### config.mk
export PLATFORM = sky130hd
export DESIGN_NAME = can_stuff_tx_flat
export DESIGN_NICKNAME = d
export VERILOG_FILES = /design/src/rtl/can_pkg.sv /design/src/rtl/can_stuff_tx_if.sv /design/src/rtl/can_run_counter.sv /design/src/rtl/can_stuff_tx.sv /design/src/flat_wrapper.sv
export SDC_FILE = /design/constraint.sdc
export NUM_CORES = 1
export LEC_CHECK = 0
export ABC_AREA = 1
export CORE_MARGIN = 2
export CORE_UTILIZATION = 37
export DETAILED_ROUTE_END_ITERATION = 8
export RECOVER_POWER = 25
export SLEW_MARGIN = 15
export SYNTH_ARGS = -nofsm -noshare
export SYNTH_HDL_FRONTEND = slang
export SYNTH_HIERARCHICAL = 1
export SYNTH_SLANG_ARGS = --single-unit
### constraint.sdc
create_clock -name clk -period 2.3 [get_ports clk]
set_input_delay 0.345 -clock clk [delete_from_list [all_inputs] [get_ports clk]]
set_output_delay 0.345 -clock clk [all_outputs]
set_load 0.1 [all_outputs]
### src/rtl/can_pkg.sv
// rtl/can_pkg.sv - shared CAN bit-stuffing types and constants
package can_pkg;

  typedef enum logic [1:0] {
    ST_IDLE  = 2'd0,
    ST_DATA  = 2'd1,
    ST_STUFF = 2'd2,
    ST_TAIL  = 2'd3
  } can_state_e;

  localparam logic CAN_RECESSIVE            = 1'b1;
  localparam logic CAN_DOMINANT             = 1'b0;
  localparam int   CAN_STUFF_CONSEC_DEFAULT = 5;

endpackage

### src/rtl/can_stuff_tx_if.sv
// rtl/can_stuff_tx_if.sv - word input, baud strobe and serial output bundle of the stuffer
interface can_stuff_tx_if #(
  parameter int WIDTH = 8
);

  logic             bit_en;
  logic [WIDTH-1:0] din;
  logic             din_valid;
  logic             din_ready;
  logic             din_last;
  logic             stuff_en;
  logic             txout;
  logic             stuff_out;
  logic             busy;
  logic             err;

  // Word source and baud generator side
  modport master (
    output bit_en, din, din_valid, din_last, stuff_en,
    input  din_ready, txout, stuff_out, busy, err
  );

  // Stuffer side
  modport slave (
    input  bit_en, din, din_valid, din_last, stuff_en,
    output din_ready, txout, stuff_out, busy, err
  );

endinterface

### src/rtl/can_run_counter.sv
// rtl/can_run_counter.sv - run-length tracker of identical bits, shared by stuffer and unstuffer
module can_run_counter
  import can_pkg::*;
#(
  parameter int  CONSEC = CAN_STUFF_CONSEC_DEFAULT,
  localparam int RW     = $clog2(CONSEC + 1)
) (
  input  logic          clk,
  input  logic          rst,
  input  logic          bit_i,
  input  logic          strobe_i,
  input  logic          clear_i,
  input  logic          enable_i,
  output logic [RW-1:0] run_o,
  output logic          stuff_due_o
);

  localparam logic [RW-1:0] CONSEC_W = RW'(CONSEC);
  localparam logic [RW-1:0] RUN_ONE  = RW'(1);
  localparam logic [RW-1:0] RUN_MAX  = '1;

  logic [RW-1:0] run_q, run_d;
  logic          last_q, last_d;

  // Next run length: extend on a repeated bit, restart at 1 otherwise or when stuffing is off
  always_comb begin
    run_d  = run_q;
    last_d = last_q;
    if (strobe_i) begin
      last_d = bit_i;
      if (!enable_i) begin
        run_d = RUN_ONE;
      end else if (bit_i == last_q && run_q != '0) begin
        run_d = (run_q == RUN_MAX) ? run_q : run_q + 1'b1;
      end else begin
        run_d = RUN_ONE;
      end
    end
  end

  // Flags that the bit being strobed completes a run, so the next bit must be a stuff bit
  assign stuff_due_o = enable_i && strobe_i && (run_d == CONSEC_W);
  assign run_o       = run_q;

  // Run state; cleared between frames so the first bit always starts a fresh run
  always_ff @(posedge clk) begin
    if (rst || clear_i) begin
      run_q  <= '0;
      last_q <= CAN_RECESSIVE;
    end else begin
      run_q  <= run_d;
      last_q <= last_d;
    end
  end

endmodule

### src/rtl/can_stuff_tx.sv
// rtl/can_stuff_tx.sv - CAN transmit bit stuffer: parallel words in, stuffed serial stream out
module can_stuff_tx
  import can_pkg::*;
#(
  parameter int CONSEC = CAN_STUFF_CONSEC_DEFAULT,
  parameter int WIDTH  = 8
) (
  input  logic          clk,
  input  logic          rst,
  can_stuff_tx_if.slave bus
);

  localparam int             CW       = $clog2(WIDTH + 1);
  localparam int             RW       = $clog2(CONSEC + 1);
  localparam logic [CW-1:0]  LAST_BIT = CW'(WIDTH - 1);
  localparam logic [RW-1:0]  CONSEC_W = RW'(CONSEC);

  can_state_e       state_q;
  logic [WIDTH-1:0] shift_q;
  logic [WIDTH-1:0] hold_q;
  logic             sh_full_q;
  logic             sh_last_q;
  logic             hold_full_q;
  logic             hold_last_q;
  logic [CW-1:0]    bit_cnt_q;
  logic             txout_q;
  logic             stuff_out_q;
  logic             err_q;

  logic             accept;
  logic             word_end;
  logic             take_hold;
  logic             tail_pending;
  logic             rc_strobe;
  logic             rc_bit;
  logic             rc_clear;
  logic             stuff_due;
  logic [RW-1:0]    run;

  assign accept       = bus.din_valid && !hold_full_q;
  assign word_end     = sh_full_q && (bit_cnt_q == LAST_BIT);
  // In TAIL the run still sits at CONSEC until the trailing stuff bit has gone out
  assign tail_pending = (run == CONSEC_W);
  assign rc_clear     = (state_q == ST_IDLE);

  // Decide when the holding word moves to the shifter and which bit feeds the run tracker
  always_comb begin
    take_hold = 1'b0;
    rc_strobe = 1'b0;
    rc_bit    = ~txout_q;
    case (state_q)
      ST_IDLE: begin
        take_hold = hold_full_q;
      end
      ST_DATA: begin
        rc_bit    = shift_q[WIDTH-1];
        rc_strobe = bus.bit_en && sh_full_q;
        take_hold = bus.bit_en && word_end && !sh_last_q && hold_full_q;
      end
      ST_STUFF: begin
        rc_strobe = bus.bit_en;
      end
      ST_TAIL: begin
        rc_strobe = bus.bit_en && tail_pending;
      end
      default: ;
    endcase
  end

  can_run_counter #(
    .CONSEC (CONSEC)
  ) u_run (
    .clk         (clk),
    .rst         (rst),
    .bit_i       (rc_bit),
    .strobe_i    (rc_strobe),
    .clear_i     (rc_clear),
    .enable_i    (bus.stuff_en),
    .run_o       (run),
    .stuff_due_o (stuff_due)
  );

  // Frame sequencer: word buffering, bit emission, stuff insertion and frame termination
  always_ff @(posedge clk) begin
    if (rst) begin
      state_q     <= ST_IDLE;
      shift_q     <= '0;
      hold_q      <= '0;
      sh_full_q   <= 1'b0;
      sh_last_q   <= 1'b0;
      hold_full_q <= 1'b0;
      hold_last_q <= 1'b0;
      bit_cnt_q   <= '0;
      txout_q     <= CAN_RECESSIVE;
      stuff_out_q <= 1'b0;
      err_q       <= 1'b0;
    end else begin
      err_q       <= 1'b0;
      hold_full_q <= (hold_full_q && !take_hold) || accept;
      if (accept) begin
        hold_q      <= bus.din;
        hold_last_q <= bus.din_last;
      end
      case (state_q)
        ST_IDLE: begin
          txout_q     <= CAN_RECESSIVE;
          stuff_out_q <= 1'b0;
          if (take_hold) begin
            shift_q   <= hold_q;
            sh_last_q <= hold_last_q;
            sh_full_q <= 1'b1;
            bit_cnt_q <= '0;
            state_q   <= ST_DATA;
          end
        end
        ST_DATA: begin
          if (bus.bit_en) begin
            if (sh_full_q) begin
              txout_q     <= shift_q[WIDTH-1];
              stuff_out_q <= 1'b0;
              shift_q     <= shift_q << 1;
              bit_cnt_q   <= bit_cnt_q + 1'b1;
              if (word_end) begin
                if (take_hold) begin
                  shift_q   <= hold_q;
                  sh_last_q <= hold_last_q;
                  bit_cnt_q <= '0;
                  state_q   <= stuff_due ? ST_STUFF : ST_DATA;
                end else begin
                  // Final bit keeps its full bit period; the frame closes on the next strobe
                  sh_full_q <= 1'b0;
                  if (sh_last_q && stuff_due) begin
                    state_q <= ST_TAIL;
                  end
                end
              end else if (stuff_due) begin
                state_q <= ST_STUFF;
              end
            end else begin
              // End of the last bit period: clean end of frame, or underrun when no last flag
              txout_q     <= CAN_RECESSIVE;
              stuff_out_q <= 1'b0;
              err_q       <= !sh_last_q;
              state_q     <= ST_IDLE;
            end
          end
        end
        ST_STUFF: begin
          if (bus.bit_en) begin
            txout_q     <= ~txout_q;
            stuff_out_q <= 1'b1;
            state_q     <= ST_DATA;
          end
        end
        ST_TAIL: begin
          if (bus.bit_en) begin
            if (tail_pending) begin
              txout_q     <= ~txout_q;
              stuff_out_q <= 1'b1;
            end else begin
              txout_q     <= CAN_RECESSIVE;
              stuff_out_q <= 1'b0;
              state_q     <= ST_IDLE;
            end
          end
        end
        default: state_q <= ST_IDLE;
      endcase
    end
  end

  assign bus.din_ready = !hold_full_q;
  assign bus.txout     = txout_q;
  assign bus.stuff_out = stuff_out_q;
  assign bus.busy      = (state_q != ST_IDLE);
  assign bus.err       = err_q;

endmodule

### src/flat_wrapper.sv
// flat-port wrapper written by rule: the top's interface ports become plain ports
module can_stuff_tx_flat import can_pkg::*;
#(
  parameter int CONSEC = CAN_STUFF_CONSEC_DEFAULT,
  parameter int WIDTH  = 8
)
  (clk, rst, bus_bit_en, bus_din, bus_din_valid, bus_din_last, bus_stuff_en, bus_din_ready, bus_txout, bus_stuff_out, bus_busy, bus_err);
  can_stuff_tx_if #(.WIDTH(WIDTH)) bus_i ();
  input  logic clk;
  input  logic rst;
  input wire logic [$bits(bus_i.bit_en)-1:0] bus_bit_en;
  input wire logic [$bits(bus_i.din)-1:0] bus_din;
  input wire logic [$bits(bus_i.din_valid)-1:0] bus_din_valid;
  input wire logic [$bits(bus_i.din_last)-1:0] bus_din_last;
  input wire logic [$bits(bus_i.stuff_en)-1:0] bus_stuff_en;
  output wire logic [$bits(bus_i.din_ready)-1:0] bus_din_ready;
  output wire logic [$bits(bus_i.txout)-1:0] bus_txout;
  output wire logic [$bits(bus_i.stuff_out)-1:0] bus_stuff_out;
  output wire logic [$bits(bus_i.busy)-1:0] bus_busy;
  output wire logic [$bits(bus_i.err)-1:0] bus_err;
  assign bus_i.bit_en = bus_bit_en;
  assign bus_i.din = bus_din;
  assign bus_i.din_valid = bus_din_valid;
  assign bus_i.din_last = bus_din_last;
  assign bus_i.stuff_en = bus_stuff_en;
  assign bus_din_ready = bus_i.din_ready;
  assign bus_txout = bus_i.txout;
  assign bus_stuff_out = bus_i.stuff_out;
  assign bus_busy = bus_i.busy;
  assign bus_err = bus_i.err;
  can_stuff_tx #(.CONSEC(CONSEC), .WIDTH(WIDTH)) u_core (.clk(clk), .rst(rst), .bus(bus_i));
endmodule
---- Yosys cells after proc, flatten, opt, wreduce, memory -nomap -nowiden ----
Index checks and enable logic that the tools add are counted.
word-level totals
  flip-flop bits (word level) ............. 33
  word-level logic and storage cells ...... 115
  input bits .............................. 14
operators by class
  muxes and demuxes ....................... 53
  $add $sub $neg .......................... 2
  bitwise logic cells ..................... 3
  eq/ne operators ......................... 17
  reduce and logical (&&, ||, !) cells .... 27
operator list
  cell                 number
  $mux 8               5
  $mux 2               11
  $mux 4               5
  $mux 1               19
  $pmux 8 s2           1
  $logic_and 1x1->1    12
  $mux 3               4
  $eq 3x3->1 const B   3
  $ne 2x2->1 const B   4
  $pmux 1 s4           2
  $pmux 2 s4           1
  $pmux 4 s2           1
  $reduce_and 4->1     2
  $reduce_and 7->1     1
  $ne 2x1->1 const B   3
  $pmux 1 s2           3
  $reduce_and 3->1     2
  $ne 5x5->1 const B   1
  $add 4x1->4 const B  1
  $eq 2x2->1 const B   2
  $eq 4x3->1 const B   1
  $ne 4x4->1 const B   1
  $reduce_bool 2->1    2
  $reduce_or 4->1      1
  other kinds (9)      14

---- Depth between registers and ports, before layout ----
Gate-level depths: netlist of run 1.
  word-level depth ........................ 16
  mapped depth ............................ 20

---- By module ----
Netlist of run 1, hierarchy kept.
modules (own cells, without submodules)
  module           seq. area each (um^2)  instances  cells an instance  area each (um^2)
  can_stuff_tx     580.6                  1          188                1330.0
  can_run_counter  80.1                   1          44                 282.8

---- Worst setup path after synthesis of run 1 ----
Ideal clock, no wire load.
  path kind ............................... register -> register
  start ................................... register u_core.state_q[1]
  end ..................................... register u_core.state_q[0]
  path slack .............................. -145 ps
  cell stages (with the launch flop) ...... 18
  period minus slack after synthesis ...... 2445 ps
  data arrival time ....................... 2334 ps
  data required time ...................... 2189 ps
  buffers on the path ..................... 0
  cell sequence ........................... dfxtp_1 nor2_2 inv_1 nand4_1 inv_1 nand2_1 inv_1 nand2_2 nor2_4 nand4_1 nor2_1 nand2_1 nand4_1 nand2_1 nand2_1 nand2_1 nor2_1 nor2_1
RTL lines
  item                    RTL line             text
  start, declared         can_stuff_tx.sv:18   can_state_e state_q;
  start signal, assigned  can_stuff_tx.sv:128  state_q <= stuff_due ? ST_STUFF : ST_DATA;
  $logic_not 2->1 *       --
  via u_core.rc_clear     can_stuff_tx.sv:36   logic rc_clear;
  $pmux 1 s2              can_stuff_tx.sv:51   case (state_q)
  $mux 2                  can_stuff_tx.sv:124  if (take_hold) begin
  $mux 2                  can_stuff_tx.sv:123  if (word_end) begin
  $mux 2                  can_stuff_tx.sv:118  if (sh_full_q) begin
  $mux 2                  can_stuff_tx.sv:117  if (bus.bit_en) begin
  $pmux 2 s4              can_stuff_tx.sv:104  case (state_q)
Mark *: on every way through the listed nets, which the timed path passes. The rest lies on a longest branch. The select of a mux whose other input is x is not followed.
A chain may end at the register's enable or synchronous reset.

---- Final worst setup path of run 1 ----
  start ................................... register u_core.state_q[1]
  end ..................................... register u_core.state_q[0]
RTL lines
  item                                             RTL line               text
  $eq 2x2->1 / $eq 2x1->1 (equally long branches)  can_stuff_tx.sv:51
  $pmux 1 s3 *                                     can_stuff_tx.sv:51
  via u_core.rc_strobe                             can_stuff_tx.sv:34     logic rc_strobe;
  $mux 3                                           can_run_counter.sv:29  if (strobe_i) begin
  $eq 3x3->1                                       can_run_counter.sv:42  assign stuff_due_o = enable_i && strobe_i && (run_d == CONSEC_W);
  $logic_and 1x1->1 *                              can_run_counter.sv:42
  via u_core.stuff_due                             can_stuff_tx.sv:37     logic stuff_due;
  $mux 2                                           can_stuff_tx.sv:128
  $mux 2                                           can_stuff_tx.sv:124
  $mux 2                                           can_stuff_tx.sv:123
  $mux 2                                           can_stuff_tx.sv:118
  $mux 2                                           can_stuff_tx.sv:117
  $pmux 2 s4                                       can_stuff_tx.sv:104
Marks and branches as above.

==> run metrics, run 1 <==
largest family of logic cells by synthesized area=simple AND/OR/NAND/NOR gates; Simple-Gate Fraction of Synth Area=0.337; Area contributors post-synth=dfxtp_1, nand2_1, nor2_1, inv_1, o21ai_0; clock sinks=33; final period utilization=0.913; vias per cell=between 4 and 5; Finished Layout Cells=around 310; Hold WC Path Type=flip-flop to flip-flop; Commonest cells post-synth=nand2_1, dfxtp_1, nor2_1; first-pass GRT wire length=6280 µm; max-slew violation count=0; Compound-Gate Fraction of Synth Area=0.123; WP data required=about 2.5 ns; Crit Path Class=flip-flop to flip-flop; port bufs=18; CTS clk-pin slew, worst paths=approximately 0.07 ns; Fin. Hold Viols=0; Final Cell Area=approximately 2000 µm²; DP HPWL=between 2000 and 3000 µm; Largest stage delay, worst path=around 0.37 ns; First DRT Iteration DRCs=91; asr flop ratio synth=0; relative slew slack=0.225; post-synth net total=around 250; Leakage=roughly 0.80 nW; CP max stage cell=dfxtp_2; EDFF count, synth=0; ANT nets after route=0; fraction of layout cells with a size suffix above 1=0.115; syn avg cell area=between 6 and 7 µm²; run status=complete, no violations; Setup TNS=0 ns; PD cells=783 nW/µm²; worst vdd ir=around 0.35 mV; Final min period=roughly 2.1 ns; Inst Count DP=about 310; RSZ-0062 raised after global routing=no; dominant cell type by area after synthesis=dfxtp_1; CTS Hold Bufs=0; Distinct cells, synth=29; Die Wd=between 70 and 80 µm; final setup fails=0; adder-cell area share of the yosys netlist=0.0233; actual slew at the worst max-slew pin=1.17 ns; most numerous cell in the Yosys netlist=nand2_1; Die ar.=between 4000 and 5000 µm²; DRT Wirelength=about 3600 µm; IO Pins=19; Fillers=~470; CTS root buffer=clkbuf_8; Site Rows=24; CP Cell Sequence=inv_1 > nand2_1 > nor2_1 > inv_1 > nand4_1 > inv_1 > nand2_1 > inv_1 > nand2_2 > nor2_4 > nand2_1 > nand2_1 > nor2_1 > inv_1 > nand3_1 > nand2_1 > nand2_1 > nand2_1 > nor2_1 > nor2_1; Main synth FF type=dfxtp_1; multiplexer share of the synthesized area=0; dpl cell area=~1900 µm²; CP arrival=between 2 and 2.5 ns; Synth Instances=around 230; synth-to-layout area growth=22.2%; Placeable Area=about 4300 µm²; largest net degree at the start of global routing=18; cts bufs inserted=5; total grt overflow=0; Ys Warns=6; most frequent CP cell=nand2_1; gp weighted congestion=between 0.8 and 0.9; Synth Area in XOR/XNOR=0.0163; CP max FO=7; max_cap viols=0; vias in the first global route=about 1,500; Pre-Repair DR Iteration Count=4; initial antenna violation count=0; Max Freq=around 0.48 GHz; CTS max path bufs=2; Initial Util=0.378; H-tree Lvls=2; Worst setup EP type=flip-flop; TritonCTS clock tree=done; Clock Skew=just over 0.003 ns; drt wl/cell=between 10 and 15 µm; Final #Nets=277; Startpoint Class=flip-flop; # DRC=0; area of the mapped netlist=1610 µm²; Synth top area share=0.410; Seq/Total Area, Yosys=0.410; #FFs+latches synth=33; ANT cells=0; DR vias=between 1,500 and 2,000; die height=70.0 µm; all-layer global routing usage=0.161; Clk Latency, worst-skew pair=approximately 0.28 ns
==> worst paths after layout <==
path / start / end / slack (ns) / cells after the start
hold / removal: u_core/hold_q[0] / u_core/shift_q[0] / 0.47 / 2
hold reg to reg: u_core/hold_q[0] / u_core/shift_q[0] / 0.47 / 2
setup reg to reg: u_core/state_q[1] / u_core/state_q[0] / 0.20 / 20
setup / recovery: u_core/state_q[1] / u_core/state_q[0] / 0.20 / 20
==> report_power, final <==
group	switching [W]	total (W)	internal (W)
Combinational	0.000264	0.000379	0.000115
Clock	0.000204	0.000519	0.000314
Sequential	0.0000308	0.000645	0.000614
==> placed cells by master (no fill, tap or decap), drive strengths merged, types with 3 or more instances in the layout <==
| cell type | Yosys | routed |
|---|---|---|
| clkdlybuf4s50 | 0 | 11 |
| xor2 | 3 | 3 |
| dfxtp | 33 | 33 |
| clkbuf | 1 | 10 |
| a21oi | 11 | 11 |
| a31oi | 4 | 4 |
| nand4 | 12 | 12 |
| nor2 | 37 | 37 |
| nand2 | 58 | 58 |
| inv | 30 | 29 |
| ha | 3 | 3 |
| nand3 | 11 | 11 |
| buf | 4 | 8 |
| o21ai | 17 | 17 |
==> cell families (layout without fill, tap and decap cells) <==
kind of cell | after synthesis | count (layout)
buffers and inverters | 36 | 64
and+or+nand+nor | 122 | 122
DFF | 33 | 33
adders and majority gates | 3 | 3
AOI/OAI and AO/OA | 35 | 35
xor gates and xnor gates | 3 | 3
==> registers in the layout, summed over array words and instances, names as in the netlist <==
name and count:
u_core/u_run/run_o 3, u_core/u_run/last_q 1, u_core/bus.stuff_out 1, u_core/bit_cnt_q 4, u_core/hold_full_q 1, u_core/state_q 2
u_core/sh_last_q 1, u_core/shift_q 8, u_core/hold_last_q 1, u_core/hold_q 8, u_core/bus.txout 1, u_core/sh_full_q 1
u_core/bus.err 1
==> per-stage QoR <==
stage / setup slack (ns) / hold slack [ns] / utilization / total power [W]
after global placement: 0.122 / 0.457 / 0.442 / 0.00104
after CTS: 0.126 / 0.467 / 0.467 / 0.00157
after floorplan: 0.0271 / 0.438 / - / 0.000935
after global routing: 0.00774 / 0.488 / 0.462 / 0.00164
after detailed placement: 0.0970 / 0.456 / 0.442 / 0.00104
final: 0.201 / 0.465 / 0.462 / 0.00154
==> per-layer routing <==
metal  global-route usage  up-vias  part of all wire
li1                     -      806                 -
met1                0.186      701              0.46
met2                0.275       33              0.47
met3               0.0519        4             0.055
met4               0.0641        0             0.014
met5                    0        -                 0
==> final cells by class <==
class                           count  area [µm²]  share of cell area
Clock buffer                        5        68.8              0.0349
Clock inverter                      2        35.0              0.0178
Inverter                           31         120              0.0610
Multi-Input combinational cell    163         808               0.410
Sequential cell                    33         664               0.337
Tap cell                           52        65.1              0.0330
Timing Repair Buffer               26         209               0.106
==> timing repair <==
| action | 4_1_cts | 5_1_grt |
|---|---|---|
| setup endpoints to repair | 0 | 2 |
| gates resized for setup | 0 | 2 |
| setup buffers | 0 | 0 |
==> worst max-delay path: cells and delay by family (launching register included) <==
family | cells | cell delay, ns
buffers and inverters | 5 | 0.38
AND/OR/NAND/NOR | 15 | 1.24
flip-flops | 1 | 0.37
(Power assumes the default switching activity.)
==> inputs of run 2 (changes only) <==
--- a/config.mk
+++ b/config.mk
@@ -9,6 +9,7 @@
 export CORE_MARGIN = 2
 export CORE_UTILIZATION = 37
 export DETAILED_ROUTE_END_ITERATION = 8
+export DONT_BUFFER_PORTS = 1
 export RECOVER_POWER = 25
 export SLEW_MARGIN = 15
 export SYNTH_ARGS = -nofsm -noshare
==> run metrics, run 2 (synthesis results as in run 1) <==
CP arrival=~2.2 ns; port bufs=0; cts bufs inserted=5; ANT cells=0; relative slew slack=0.194; RSZ-0062 raised after global routing=no; clock share of power=0.362; Worst setup EP type=flip-flop; Startpoint Class=flip-flop; max_cap viols=0; first-pass GRT wire length=just over 6000 µm; CTS max path bufs=2; DP HPWL=around 2600 µm; # DRC=0; fraction of layout cells with a size suffix above 1=0.128; ANT nets after route=0; Die Wd=approximately 70 µm; drt wl/cell=about 12 µm; Pre-Repair DR Iteration Count=4; commonest non-fill, non-tap cell in the layout=nand2_1; switching power share of the total=0.322; TritonCTS clock tree=done; Layout Utilization=0.431; run status=complete, no violations; Fillers=~460; die height=70.0 µm; multi-input logic area=a little over 800 µm²; Largest regs=u_core/hold_q: 8 flops, u_core/shift_q: 8 flops, u_core/bit_cnt_q: 4 flops; clock sinks=33; Setup TNS=0 ns; Final min period=just over 2 ns; max-slew violation count=0; final setup fails=0; all-layer global routing usage=0.158; IO Pins=19; H-tree Lvls=2; DR vias=between 1,000 and 1,500; Crit Path Class=flip-flop to flip-flop; Site Rows=24; Hold WC Path Type=primary input to flip-flop; Final #Nets=about 260; initial antenna violation count=0; Clk Latency, worst-skew pair=around 0.29 ns; First DRT Iteration DRCs=60; Placeable Area=about 4300 µm²; Fin. Hold Viols=0; Psw=slightly above 0.0005 W; vias per cell=between 5 and 6; Sequential Area=~670 µm²; synth-to-layout area growth=14.0%; Reg power frac=0.417; Leakage=0.737 nW; Die ar.=roughly 5000 µm²; DRT Wirelength=~3500 µm; PD cells=849 nW/µm²; largest net degree at the start of global routing=18; total grt overflow=0; post-CTS resize count=0; WP data required=approximately 2.5 ns; CTS clk-pin slew, worst paths=about 0.070 ns; gp weighted congestion=roughly 0.91; vias in the first global route=roughly 1,400; Post-CTS Setup Bufs=0; most frequent cells in the layout=nand2_1, nor2_1, dfxtp_1; CP max FO=7; final period utilization=0.879; CTS Hold Bufs=0; CTS root buffer=clkbuf_8; Max Freq=between 0.4 and 0.5 GHz; Logic pwr share=0.221; worst vdd ir=roughly 0.4 mV; actual slew at the worst max-slew pin=1.21 ns; Clock Skew=0.00675 ns; Initial Util=0.378; internal power=roughly 0.0011 W
## run 2: cell types whose count changed in the layout (fill, tap and decap cells not counted), moves of 2 or more
cell / before / now
clkdlybuf4s50_1: 11 / 0
nor2_1: 33 / 31
dlygate4sd3_1: 2 / 0
buf_4: 8 / 5
## run 2: power groups by stage
stage                     clock [W]  combinational, W  sequential [W]
after global routing       0.000616          0.000388        0.000655
after CTS                  0.000588          0.000343        0.000648
after global placement            0          0.000344        0.000661
after floorplan                   0          0.000262        0.000673
final                      0.000565          0.000346        0.000650
after detailed placement          0          0.000341        0.000661
## run 2: layer usage
| metal | wire length [µm] | global-route usage |
|---|---|---|
| met5 | 0 | 0 |
| met4 | 53 | 0.0577 |
| met3 | 212 | 0.0620 |
| met2 | 1530 | 0.242 |
| met1 | 1700 | 0.201 |
## run 2: through the flow
step	worst slack, ns	area, µm²	std cells	hold slack (ns)	total power (W)
after floorplan	0.0271	1620	232	0.438	0.000935
after detailed placement	0.137	1720	287	0.419	0.00100
after CTS	0.115	1830	295	0.101	0.00158
after global routing	0.0146	1840	295	0.0944	0.00166
after global placement	0.221	1720	287	0.417	0.00100
final	0.277	1840	295	0.116	0.00156
## run 2: path summary, 6_finish.rpt
check / start / endpoint / slack [ns] / cells past startpoint
max: u_core/state_q[1] / u_core/state_q[0] / 0.28 / 19
min: rst / u_core/state_q[1] / 0.12 / 1
max reg2reg: u_core/state_q[1] / u_core/state_q[0] / 0.28 / 19
min reg2reg: u_core/hold_q[0] / u_core/shift_q[0] / 0.46 / 2
## run 2: worst max-delay path, stage by stage (launching register included)
cell,delay (ns)
dfxtp_4,0.39
inv_1,0.08
nand2_1,0.10
nor2_4,0.05
inv_1,0.07
nand4_1,0.13
inv_2,0.11
nand2_1,0.05
inv_1,0.06
nand2_2,0.06
nor2_4,0.11
nand4_1,0.11
nor2_2,0.14
inv_1,0.07
nand3_1,0.08
nand2_1,0.05
nand2_1,0.07
nand2_1,0.05
nor2_1,0.10
nor2_1,0.04
## run 2: final cells by class
type                    instances  area share
clock buffers                   7      0.0470
flip-flops and latches         33       0.363
inverters                      31      0.0654
clock inverters                 1      0.0163
repair buffers                  8      0.0265
well taps                      52      0.0354
multi-input cells             163       0.447
